<file path="src/rtl/mul_div_unit.sv">
// Multi-cycle 32-bit multiply/divide unit with architectural HI/LO registers.
// Shift-add multiply and restoring divide, one bit per cycle, sign fix-up in FIN.
module mul_div_unit (
  input  logic        clk_i,
  input  logic        rst_i,
  input  logic        start_i,
  input  logic [1:0]  op_i,
  input  logic [31:0] src1_i,
  input  logic [31:0] src2_i,
  input  logic        hi_we_i,
  input  logic        lo_we_i,
  input  logic [31:0] wdata_i,
  output logic        busy_o,
  output logic        done_o,
  output logic        div_zero_o,
  output logic [31:0] hi_o,
  output logic [31:0] lo_o
);

  typedef enum logic [1:0] {
    S_IDLE = 2'd0,
    S_CALC = 2'd1,
    S_FIN  = 2'd2
  } state_e;

  state_e      state_q, state_d;
  logic [4:0]  cnt_q, cnt_d;
  logic [1:0]  op_q, op_d;
  logic        sgn1_q, sgn1_d;
  logic        sgn2_q, sgn2_d;
  logic        dz_flag_q, dz_flag_d;
  logic [31:0] opb_q, opb_d;
  logic [31:0] acc_hi_q, acc_hi_d;
  logic [31:0] acc_lo_q, acc_lo_d;
  logic [31:0] hi_q, hi_d;
  logic [31:0] lo_q, lo_d;
  logic        done_q, done_d;
  logic        div_zero_q, div_zero_d;

  logic        in_signed_s;
  logic [31:0] abs1_s, abs2_s;
  logic [32:0] mul_sum_s;
  logic [32:0] div_shift_s;
  logic        div_ge_s;
  logic [31:0] div_sub_s;
  logic [63:0] prod_s, prod_neg_s;
  logic        neg_res_s, neg_rem_s;

  // Magnitudes are taken at capture so the iterations are purely unsigned.
  assign in_signed_s = ~op_i[0];
  assign abs1_s      = (in_signed_s && src1_i[31]) ? (32'd0 - src1_i) : src1_i;
  assign abs2_s      = (in_signed_s && src2_i[31]) ? (32'd0 - src2_i) : src2_i;

  // Multiply: acc_hi accumulates, acc_lo holds the multiplier and collects product low bits.
  assign mul_sum_s   = {1'b0, acc_hi_q} + (acc_lo_q[0] ? {1'b0, opb_q} : 33'd0);

  // Divide: acc_hi is the partial remainder, acc_lo shifts dividend out and quotient in.
  assign div_shift_s = {acc_hi_q, acc_lo_q[31]};
  assign div_ge_s    = (div_shift_s >= {1'b0, opb_q});
  assign div_sub_s   = div_shift_s[31:0] - opb_q;

  assign prod_s      = {acc_hi_q, acc_lo_q};
  assign prod_neg_s  = 64'd0 - prod_s;
  assign neg_res_s   = ~op_q[0] & (sgn1_q ^ sgn2_q);
  assign neg_rem_s   = ~op_q[0] & sgn1_q;

  // Next-state and datapath logic.
  always_comb begin
    state_d    = state_q;
    cnt_d      = cnt_q;
    op_d       = op_q;
    sgn1_d     = sgn1_q;
    sgn2_d     = sgn2_q;
    dz_flag_d  = dz_flag_q;
    opb_d      = opb_q;
    acc_hi_d   = acc_hi_q;
    acc_lo_d   = acc_lo_q;
    hi_d       = hi_q;
    lo_d       = lo_q;
    done_d     = 1'b0;
    div_zero_d = 1'b0;
    case (state_q)
      S_IDLE: begin
        if (hi_we_i) begin
          hi_d = wdata_i;
        end else begin
          hi_d = hi_q;
        end
        if (lo_we_i) begin
          lo_d = wdata_i;
        end else begin
          lo_d = lo_q;
        end
        if (start_i) begin
          op_d     = op_i;
          sgn1_d   = src1_i[31];
          sgn2_d   = src2_i[31];
          cnt_d    = 5'd0;
          acc_hi_d = 32'd0;
          if (op_i[1]) begin
            acc_lo_d = abs1_s;
            opb_d    = abs2_s;
            if (src2_i == 32'd0) begin
              dz_flag_d = 1'b1;
              state_d   = S_FIN;
            end else begin
              dz_flag_d = 1'b0;
              state_d   = S_CALC;
            end
          end else begin
            acc_lo_d  = abs2_s;
            opb_d     = abs1_s;
            dz_flag_d = 1'b0;
            state_d   = S_CALC;
          end
        end else begin
          state_d = S_IDLE;
        end
      end
      S_CALC: begin
        if (op_q[1]) begin
          if (div_ge_s) begin
            acc_hi_d = div_sub_s;
            acc_lo_d = {acc_lo_q[30:0], 1'b1};
          end else begin
            acc_hi_d = div_shift_s[31:0];
            acc_lo_d = {acc_lo_q[30:0], 1'b0};
          end
        end else begin
          acc_hi_d = mul_sum_s[32:1];
          acc_lo_d = {mul_sum_s[0], acc_lo_q[31:1]};
        end
        cnt_d = cnt_q + 5'd1;
        if (cnt_q == 5'd31) begin
          state_d = S_FIN;
        end else begin
          state_d = S_CALC;
        end
      end
      S_FIN: begin
        done_d  = 1'b1;
        state_d = S_IDLE;
        if (dz_flag_q) begin
          div_zero_d = 1'b1;
        end else if (op_q[1]) begin
          lo_d = neg_res_s ? (32'd0 - acc_lo_q) : acc_lo_q;
          hi_d = neg_rem_s ? (32'd0 - acc_hi_q) : acc_hi_q;
        end else begin
          {hi_d, lo_d} = neg_res_s ? prod_neg_s : prod_s;
        end
      end
      default: begin
        state_d = S_IDLE;
      end
    endcase
  end

  // State registers with synchronous reset.
  always_ff @(posedge clk_i) begin
    if (rst_i) begin
      state_q    <= S_IDLE;
      cnt_q      <= 5'd0;
      op_q       <= 2'd0;
      sgn1_q     <= 1'b0;
      sgn2_q     <= 1'b0;
      dz_flag_q  <= 1'b0;
      opb_q      <= 32'd0;
      acc_hi_q   <= 32'd0;
      acc_lo_q   <= 32'd0;
      hi_q       <= 32'd0;
      lo_q       <= 32'd0;
      done_q     <= 1'b0;
      div_zero_q <= 1'b0;
    end else begin
      state_q    <= state_d;
      cnt_q      <= cnt_d;
      op_q       <= op_d;
      sgn1_q     <= sgn1_d;
      sgn2_q     <= sgn2_d;
      dz_flag_q  <= dz_flag_d;
      opb_q      <= opb_d;
      acc_hi_q   <= acc_hi_d;
      acc_lo_q   <= acc_lo_d;
      hi_q       <= hi_d;
      lo_q       <= lo_d;
      done_q     <= done_d;
      div_zero_q <= div_zero_d;
    end
  end

  assign busy_o     = (state_q != S_IDLE);
  assign done_o     = done_q;
  assign div_zero_o = div_zero_q;
  assign hi_o       = hi_q;
  assign lo_o       = lo_q;

endmodule

</file>
<file path="config.mk">
export PLATFORM = sky130hd
export DESIGN_NAME = mul_div_unit
export DESIGN_NICKNAME = d
export VERILOG_FILES = /design/src/rtl/mul_div_unit.sv
export SDC_FILE = /design/constraint.sdc
export NUM_CORES = 1
export LEC_CHECK = 0
export BUFFER_PORTS_ARGS = -buffer_cell sky130_fd_sc_hd__clkbuf_2
export CAP_MARGIN = 20
export CORE_UTILIZATION = 50
export DETAILED_ROUTE_END_ITERATION = 7
export PLACE_DENSITY = 0.68
export SKIP_LAST_GASP = 1
export SLEW_MARGIN = 20
export SYNTH_ARGS = -nofsm -noshare
export SYNTH_HDL_FRONTEND = slang
export SYNTH_SLANG_ARGS = --single-unit
export TNS_END_PERCENT = 1
</file>
<file path="constraint.sdc">
create_clock -name clk_i -period 3.7 [get_ports clk_i]
set_clock_uncertainty 0.2 [all_clocks]
set_input_delay 0.925 -clock clk_i [delete_from_list [all_inputs] [get_ports clk_i]]
set_output_delay 0.925 -clock clk_i [all_outputs]
set_load 0.005 [all_outputs]
</file>
* Word level (Yosys, flattened, before mapping)
Index checks and enable logic that the tools add are counted.
** Storage, ports and cells
- Bits in registers :: 174
** Cells by class
- Add/subtract/negate cells :: 8
- Magnitude comparators :: 1
- Equality and inequality tests :: 7
- Muxes and demuxes :: 35
- Bitwise logic cells :: 6
- Reduce and logical (&&, ||, !) cells :: 12
** Operators by type and width (number)
- $mux 32 :: 18
- $pmux 32 s2 :: 4
- $sub 1x32->32 const A :: 4
- $mux 64 :: 1
- $sub 1x64->64 const A :: 1
- $add 32x32->33 :: 1
- $ge 33x32->1 :: 1
- $logic_not 32->1 :: 1
- $sub 32x32->32 :: 1
- $pmux 5 s2 :: 1
- $mux 2 :: 4
- $ne 2x2->1 const B :: 4
- $reduce_and 3->1 :: 2
- $reduce_bool 2->1 :: 3
- $add 5x1->5 const B :: 1
- $eq 5x5->1 const B :: 1
- $mux 1 :: 5
- $mux 5 :: 1
- $pmux 2 s2 :: 1
- $reduce_and 2->1 :: 2
- $not 1->1 :: 3
- $and 1x1->1 :: 2
- $eq 2x1->1 const B :: 1
- $eq 2x2->1 const B :: 1
- other kinds (4) :: 5

* Depth between registers and ports, before layout
Gate-level depths: netlist of run 1.
- Depth after elaboration :: 6
- Mapped depth :: 13
- Mapped depth without buffers :: 12

* Worst setup path after synthesis of run 1
No wires, ideal clock.
- Path kind :: input to register
- From :: in src1_i[18]
- To :: reg acc_lo_q[28]
- Setup time :: 0.114 ns
- Data arrival time :: 3.132 ns
- Required time :: 3.386 ns
- Setup slack :: 0.254 ns
- Stages on the path :: 8
- Cell sequence :: or4_1 > nor4b_1 > nor3b_1 > a31oi_1 > xor2_1 > nor2_1 > a31o_2 > a2111oi_0
** Between the ends
- Cells in the longest elaborated chain, start to end :: 5
** Ends and longest elaborated chain
- start, declared :: RTL line 8 : input logic [31:0] src1_i,
- $sub 1x32->32 :: RTL line 51 : assign abs1_s = (in_signed_s && src1_i[31]) ? (32'd0 - src1_i) : src1_i;
- $mux 32 :: RTL line 51
- $mux 32 :: RTL line 100 : if (op_i[1]) begin
- $mux 32 :: RTL line 94 : if (start_i) begin
- $pmux 32 s2 :: RTL line 82 : case (state_q)
- end signal, assigned :: RTL line 183 : acc_lo_q <= acc_lo_d;
- end, declared :: RTL line 34 : logic [31:0] acc_lo_q, acc_lo_d;
No other way between the ends. The select of a mux whose other input is x is not followed.
A chain may end at the register's enable or synchronous reset.

* Worst setup path after layout of run 1
- From :: reg opb_q[8]
- To :: reg acc_hi_q[31]
** Between the ends
- Cells in the longest elaborated chain, start to end :: 4
** Ends and longest elaborated chain
- start, declared :: RTL line 32 : logic [31:0] opb_q, opb_d;
- start signal, assigned :: RTL line 181 : opb_q <= opb_d;
- $mux 32 (tied with other cells) :: RTL line 55 : assign mul_sum_s = {1'b0, acc_hi_q} + (acc_lo_q[0] ? {1'b0, opb_q} : 33'd0);
- $add 32x32->33 or $mux 32 (tied branches) :: RTL line 55, 122
- $mux 32 (*) :: RTL line 121 : if (op_q[1]) begin
- $pmux 32 s2 (*) :: RTL line 82
- end signal, assigned :: RTL line 182 : acc_hi_q <= acc_hi_d;
- end, declared :: RTL line 33 : logic [31:0] acc_hi_q, acc_hi_d;
Mark *: on every way between the ends. The rest lies on a longest branch, timed or not.

==> impl_metrics.py, run 1 <==
metrics = {
    "synth": {
        "synth_flop_cell": "dfxtp_1",
        "ys_warn_count": 0,
        "synth_area_um2": 15100,
        "ys_types": 75,
        "synth_edf_count": 0,
        "async_flop_share_pct": 0,
        "syn_inst": 2091,
        "synth.ff_latch_count": 174,
        "syn_nets": 2266,
        "avgSynthCellArea_um2": 7.20,
        "yosysSeqAreaShare_pct": 23.1,
    },
    "sta": {
        "finalCriticalPeriod_ps": 3580,
        "max_slew_margin_pct": 43.3,
        "period_share_pct": 96.7,
        "final-setup-viol-count": 0,
        "worst_pin_slew_ps": 850,
        "timing_hold_violations_final": 0,
        "layout_setup_ws_ps": 124,
        "rsz0062_at_grt": "false",
        "fin_setup_tns_ps": 0,
        "drv_slew": 0,
        "max_freq_mhz": 280,
    },
    "setup_path": {
        "regToRegSetupSlack_ps": 120,
        "cp-start-kind": "register",
        "crit_required_ps": 3790,
        "reg2reg_depth": 10,
        "crit_slowest_cell": "ha_1",
        "critPathCapture": "acc_hi_q[31]",
        "crit_path_end_kind": "register",
        "crit_arrival_ps": 3660,
        "crit_type": "reg -> reg",
        "timing.rr.start": "opb_q[8]",
        "path_buf_inv": 1,
        "startpoint": "opb_q[8]",
        "crit_path_frequent_cell": "a21oi_1",
        "path_cells": "inv_1, ha_1, a21oi_1, o21ai_0, a22o_1, a21oi_1, a21oi_1, a21oi_1, mux2i_1, a41oi_1",
        "cp.depth": 10,
        "crit_path_max_incr_delay_ps": 430,
        "cp_max_fo": 8,
        "crit_family": "compound AO/OA/AOI/OAI gates",
        "r2r-end": "acc_hi_q[31]",
    },
    "clock_tree": {
        "numCtsBuffers": 17,
        "worst_skew_pair.late_latency_ps": 460,
        "clk_pin_slew_ps": 70,
        "cts_root_buf": "clkbuf_16",
        "clock_path_buffers": 2,
        "cts_tree": "yes",
        "cts_hold_buf": 0,
        "h-tree-depth": 4,
        "clock_sinks": 174,
    },
    "cells_and_area": {
        "syn_to_final_growth_pct": 16.7,
        "layout_common_cells": "nor2_1 (255), a21oi_1 (204), nand2_1 (189)",
        "nets": 2451,
        "final_common_cell": "nor2_1",
        "final_layout_size_suffix_gt1_share_pct": 16.7,
        "diodes": 0,
    },
    "routing": {
        "vias": 17000,
        "drc_errors": 0,
        "drt_pass1_iterations": 6,
        "routedWlPerCell_um": 22.6,
        "via_per_inst": 6.35,
        "totalWireLength_mm": 60.6,
        "drt-initial-drc-count": 1854,
        "ant_nets": 0,
    },
    "grt": {
        "antenna_found_initial": 0,
        "groute.usage.overall_pct": 38.8,
        "grt_overflow": 0,
        "grt_pass1_wl_mm": 91.4,
        "grt_start_max_net_pins": 88,
        "grt_pass1_vias": 15400,
    },
    "pwr": {
        "p_leak_uw": 0.00739,
        "vdd_drop_max_mv": 0.323,
        "p_per_area_nw_per_um2": 353,
    },
    "floorplanning": {
        "die_w_um": 176,
        "dieArea_um2": 30800,
        "start_util_pct": 50.8,
        "die_y_um": 176,
        "core_um2": 29600,
        "ios": 170,
        "rows": 63,
    },
    "place": {
        "dp_hpwl_mm": 48.1,
        "dp_worst_setup_slack_ps": -38.2,
        "io_buffers": 169,
        "place_congestion": 1.04,
    },
    "outcome": {
        "outcome": "completed",
    },
    "flow_run": {
        "cap_violations": 0,
    },
    "hold_path": {
        "hold_class": "reg -> reg",
    },
}
==> worst min-delay path by stage <==
stage               slack (ps)  depth (start not counted)  startpoint         to
finish                     250                          2   opb_q[12]  opb_q[12]
CTS                        260                          2   opb_q[12]  opb_q[12]
global route               270                          2   opb_q[28]  opb_q[28]
floorplan                  230                          1    cnt_q[3]   cnt_q[3]
detailed placement         240                          1    hi_o[15]   hi_o[15]
global placement           230                          1     hi_o[4]    hi_o[4]
==> per-stage QoR <==
step,cells,total power (uW),hold WS [ps],util [%],area [um2]
floorplan,2091,3500,228,-,15100
global placement,2646,4280,234,57.2,17000
detailed placement,2646,4300,242,57.2,17000
CTS,2678,6150,256,59.2,17600
global route,2679,6470,271,59.3,17600
finish,2679,6210,255,59.3,17600
==> synthesized netlist by cell type (22+ instances only) <==
cell type | instances | share of area [%]
mux2i_1 | 53 | 3.5
xnor2_1 | 112 | 6.5
nor2_1 | 256 | 6.4
a21oi_1 | 205 | 6.8
clkbuf_1 | 130 | 3.2
nand3_1 | 42 | 1.4
nor4_1 | 24 | 1.0
ha_1 | 70 | 5.8
a211oi_1 | 83 | 4.1
xor2_1 | 51 | 3.0
nor2b_1 | 22 | 0.91
nand2_1 | 189 | 4.7
a21o_1 | 24 | 1.2
o211ai_1 | 31 | 1.5
inv_1 | 70 | 1.7
nor3_1 | 53 | 1.8
dfxtp_1 | 174 | 23
a311oi_1 | 24 | 1.4
a31oi_1 | 24 | 1.0
o21ai_0 | 129 | 4.3
==> cell families (layout without fill, tap and decap cells) <==
logic type,after synthesis,count (layout),share of synthesized area (%)
compound gates,686,686,29.7
xor+xnor,163,163,9.48
fa+ha+maj,72,72,6.08
buf+inv,221,419,5.63
flops,174,174,23.1
mux,55,55,3.67
simple gates,720,720,22.3
==> tightest hold or removal path, delay by kind of cell (launching register included) <==
kind	cells	cell delay, ps
DFF	1	310
and+or+nand+nor	1	50
AOI/OAI and AO/OA	1	50
==> power breakdown <==
part | switching [uW] | internal [uW] | leakage (uW)
Sequential | 109 | 1990 | 0.00143
Combinational | 1380 | 855 | 0.00567
Clock | 901 | 977 | 0.000293
Total | 2390 | 3820 | 0.00739
==> sequential cells by signal, indices dropped and copies added, names as in the netlist, 2 cells and up <==
name,flops
opb_q,32
state_q,2
hi_o,32
cnt_q,5
acc_hi_q,32
acc_lo_q,32
lo_o,32
op_q,2
==> repair_timing <==
item	in CTS	in global routing
buffers inserted	0	1
setup endpoints to repair	0	2
gates resized for setup	0	3
hold endpoints to repair	0	0
==> layer usage <==
| layer | vias up | track usage, % | share of wire, % |
|---|---|---|---|
| met5 | - | 0 | 0 |
| met4 | 0 | 16.3 | 4.4 |
| met3 | 157 | 7.27 | 8.9 |
| met2 | 923 | 59.1 | 43 |
| met1 | 7895 | 53.2 | 44 |
| li1 | 8031 | - | - |
==> area by class of cell <==
class	count	area (um2)
Fill cell	2890	12100
Multi-Input combinational cell	1696	10800
Sequential cell	174	3480
Timing Repair Buffer	317	1980
Tap cell	390	488
Clock buffer	19	443
Inverter	70	267
Clock inverter	13	149
(Power assumes the default switching activity.)
==> inputs of run 2 (changes only) <==
--- a/config.mk
+++ b/config.mk
@@ -9,7 +9,7 @@
 export CAP_MARGIN = 20
 export CORE_UTILIZATION = 50
 export DETAILED_ROUTE_END_ITERATION = 7
-export PLACE_DENSITY = 0.68
+export PLACE_DENSITY = 0.71
 export SKIP_LAST_GASP = 1
 export SLEW_MARGIN = 20
 export SYNTH_ARGS = -nofsm -noshare
==> constraint.sdc (replaced) <==
create_clock -name clk_i -period 3 [get_ports clk_i]
set_clock_uncertainty 0.2 [all_clocks]
set_input_delay 0.75 -clock clk_i [delete_from_list [all_inputs] [get_ports clk_i]]
set_output_delay 0.75 -clock clk_i [all_outputs]
set_load 0.005 [all_outputs]
==> impl_metrics.py, run 2 (synthesis results as in run 1) <==
metrics = {
    "setup_path": {
        "crit_type": "reg -> reg",
        "cp-start-kind": "register",
        "crit_path_end_kind": "register",
        "cp_max_fo": 16,
        "crit_required_ps": 3110,
        "crit_arrival_ps": 3360,
    },
    "floorplanning": {
        "core_um2": 29600,
        "ios": 170,
        "die_y_um": 176,
        "start_util_pct": 50.8,
        "die_w_um": 176,
        "dieArea_um2": 30800,
        "rows": 63,
    },
    "grt": {
        "grtUsageMet3_pct": 7.10,
        "grt.busiest_layer": "met2",
        "grt_overflow": 0,
        "use_met2_pct": 62.3,
        "grt_pass1_vias": 16900,
        "use_met1_pct": 56.4,
        "grt_start_max_net_pins": 88,
        "antenna_found_initial": 0,
        "groute.usage.overall_pct": 41.3,
        "grt_pass1_wl_mm": 97.2,
    },
    "cells_and_area": {
        "layout_common_cells": "buf_4 (433), nor2_1 (252), a21oi_1 (196)",
        "final_layout_size_suffix_gt1_share_pct": 27.7,
        "final_common_cell": "buf_4",
        "diodes": 0,
        "nets": 2745,
        "nFillCells": 2588,
        "final_cells": 2973,
        "syn_to_final_growth_pct": 33.5,
    },
    "clock_tree": {
        "worst_skew_pair.late_latency_ps": 460,
        "clock_sinks": 174,
        "cts_hold_buf": 0,
        "cts_root_buf": "clkbuf_16",
        "clock_path_buffers": 2,
        "numCtsBuffers": 17,
        "clk_pin_slew_ps": 80,
        "cts_tree": "yes",
        "h-tree-depth": 4,
    },
    "routing": {
        "ant_nets": 0,
        "vias": 18600,
        "drt-initial-drc-count": 2198,
        "routedWlPerCell_um": 21.9,
        "drt_pass1_iterations": 7,
        "via_per_inst": 6.25,
        "totalWireLength_mm": 65.1,
        "drc_errors": 0,
    },
    "pwr": {
        "total_power_uw": 8310,
        "seq_power_share_pct": 30.8,
        "p_leak_uw": 0.00888,
        "swShare_pct": 38.4,
        "p_per_area_nw_per_um2": 413,
        "power_frac_comb_pct": 40.5,
        "p_int_uw": 5110,
        "clkPwrFrac_pct": 28.7,
        "switching_power_uw": 3190,
        "vdd_drop_max_mv": 0.402,
    },
    "sta": {
        "timing_hold_violations_final": 0,
        "worst_pin_slew_ps": 1130,
        "finalCriticalPeriod_ps": 3250,
        "final-setup-viol-count": 65,
        "max_freq_mhz": 307,
        "max_slew_margin_pct": 24.2,
        "rsz0062_at_grt": "true",
        "period_share_pct": 108,
        "layout_setup_ws_ps": -253,
        "drv_slew": 0,
    },
    "hold_path": {
        "hold_class": "reg -> reg",
    },
    "outcome": {
        "outcome": "finished, violations left",
        "failed_checks": "setup timing",
    },
    "place": {
        "dp_hpwl_mm": 52.3,
        "dp_worst_setup_slack_ps": -576,
        "placedCellCount": 2938,
        "place_congestion": 0.984,
        "io_buffers": 169,
    },
    "flow_run": {
        "cap_violations": 0,
    },
}
[run 2: cell types whose count changed in the layout (fill, tap and decap cells not counted), moves of 4 or more]
| cell | before | now |
|---|---|---|
| a21oi_1 | 204 | 196 |
| a211oi_1 | 83 | 79 |
| buf_12 | 2 | 9 |
| o21ai_0 | 128 | 117 |
| clkinv_8 | 1 | 5 |
| buf_4 | 147 | 433 |
| o21ai_1 | 2 | 11 |
| a211oi_2 | 0 | 4 |
| a21oi_2 | 1 | 9 |
[run 2: repair_timing]
item                                   CTS  global route
setup buffers                            1             2
setup endpoints to repair               58            79
pin swaps                                7            11
gates resized for setup                 18            32
endpoints found under the hold margin    0             0
[run 2: final cells by class]
cell class	instances	area [um2]	area share (%)
multi-input cells	1696	11000	54.5
clock buffers	17	425	2.12
repair buffers	611	4280	21.3
inverters	70	263	1.31
well taps	390	488	2.43
clock inverters	15	191	0.952
flip-flops and latches	174	3490	17.3
[run 2: path summary, 6_finish.rpt]
check	slack [ps]	start	depth (start not counted)	endpoint
setup / recovery	-250	acc_lo_q[0]	12	acc_hi_q[23]
hold / removal	260	opb_q[15]	2	opb_q[15]
setup reg to reg	-250	acc_lo_q[0]	12	acc_hi_q[23]
hold reg to reg	260	opb_q[15]	2	opb_q[15]
[run 2: power by group through the flow]
stage	logic, uW	registers, uW	clock network [uW]
finish	3370	2560	2380
global route	3580	2570	2470
CTS	3240	2550	2370
detailed placement	3200	2610	0
global placement	3150	2600	0
floorplan	1720	2600	0
[run 2: routing by layer]
metal,share of wire [%],vias to the layer above
li1,-,8610
met1,42,8693
met2,43,1072
met3,10,192
met4,5.2,0
met5,0,-
[run 2: through the flow]
step	area, um2	hold WS (ps)	util (%)	setup TNS, ps
2_1_floorplan	15100	228	-	-1800
3_3_place_gp	19300	232	65.1	-14150
3_5_place_dp	19300	244	65.1	-18440
4_1_cts	20000	258	67.4	-6340
5_1_grt	20100	276	67.8	-15760
6_report	20100	256	67.8	-8360
[run 2: critical path, cell delays in order (launching register included)]
cell      delay, ps
dfxtp_1         360
inv_1            90
buf_12          160
nor2_1          110
ha_1            270
nor2b_2         190
o2111a_2        290
o21ai_0         450
a31oi_1         210
a211oi_1        300
xnor2_1         100
a22oi_1         190
o221ai_1        180
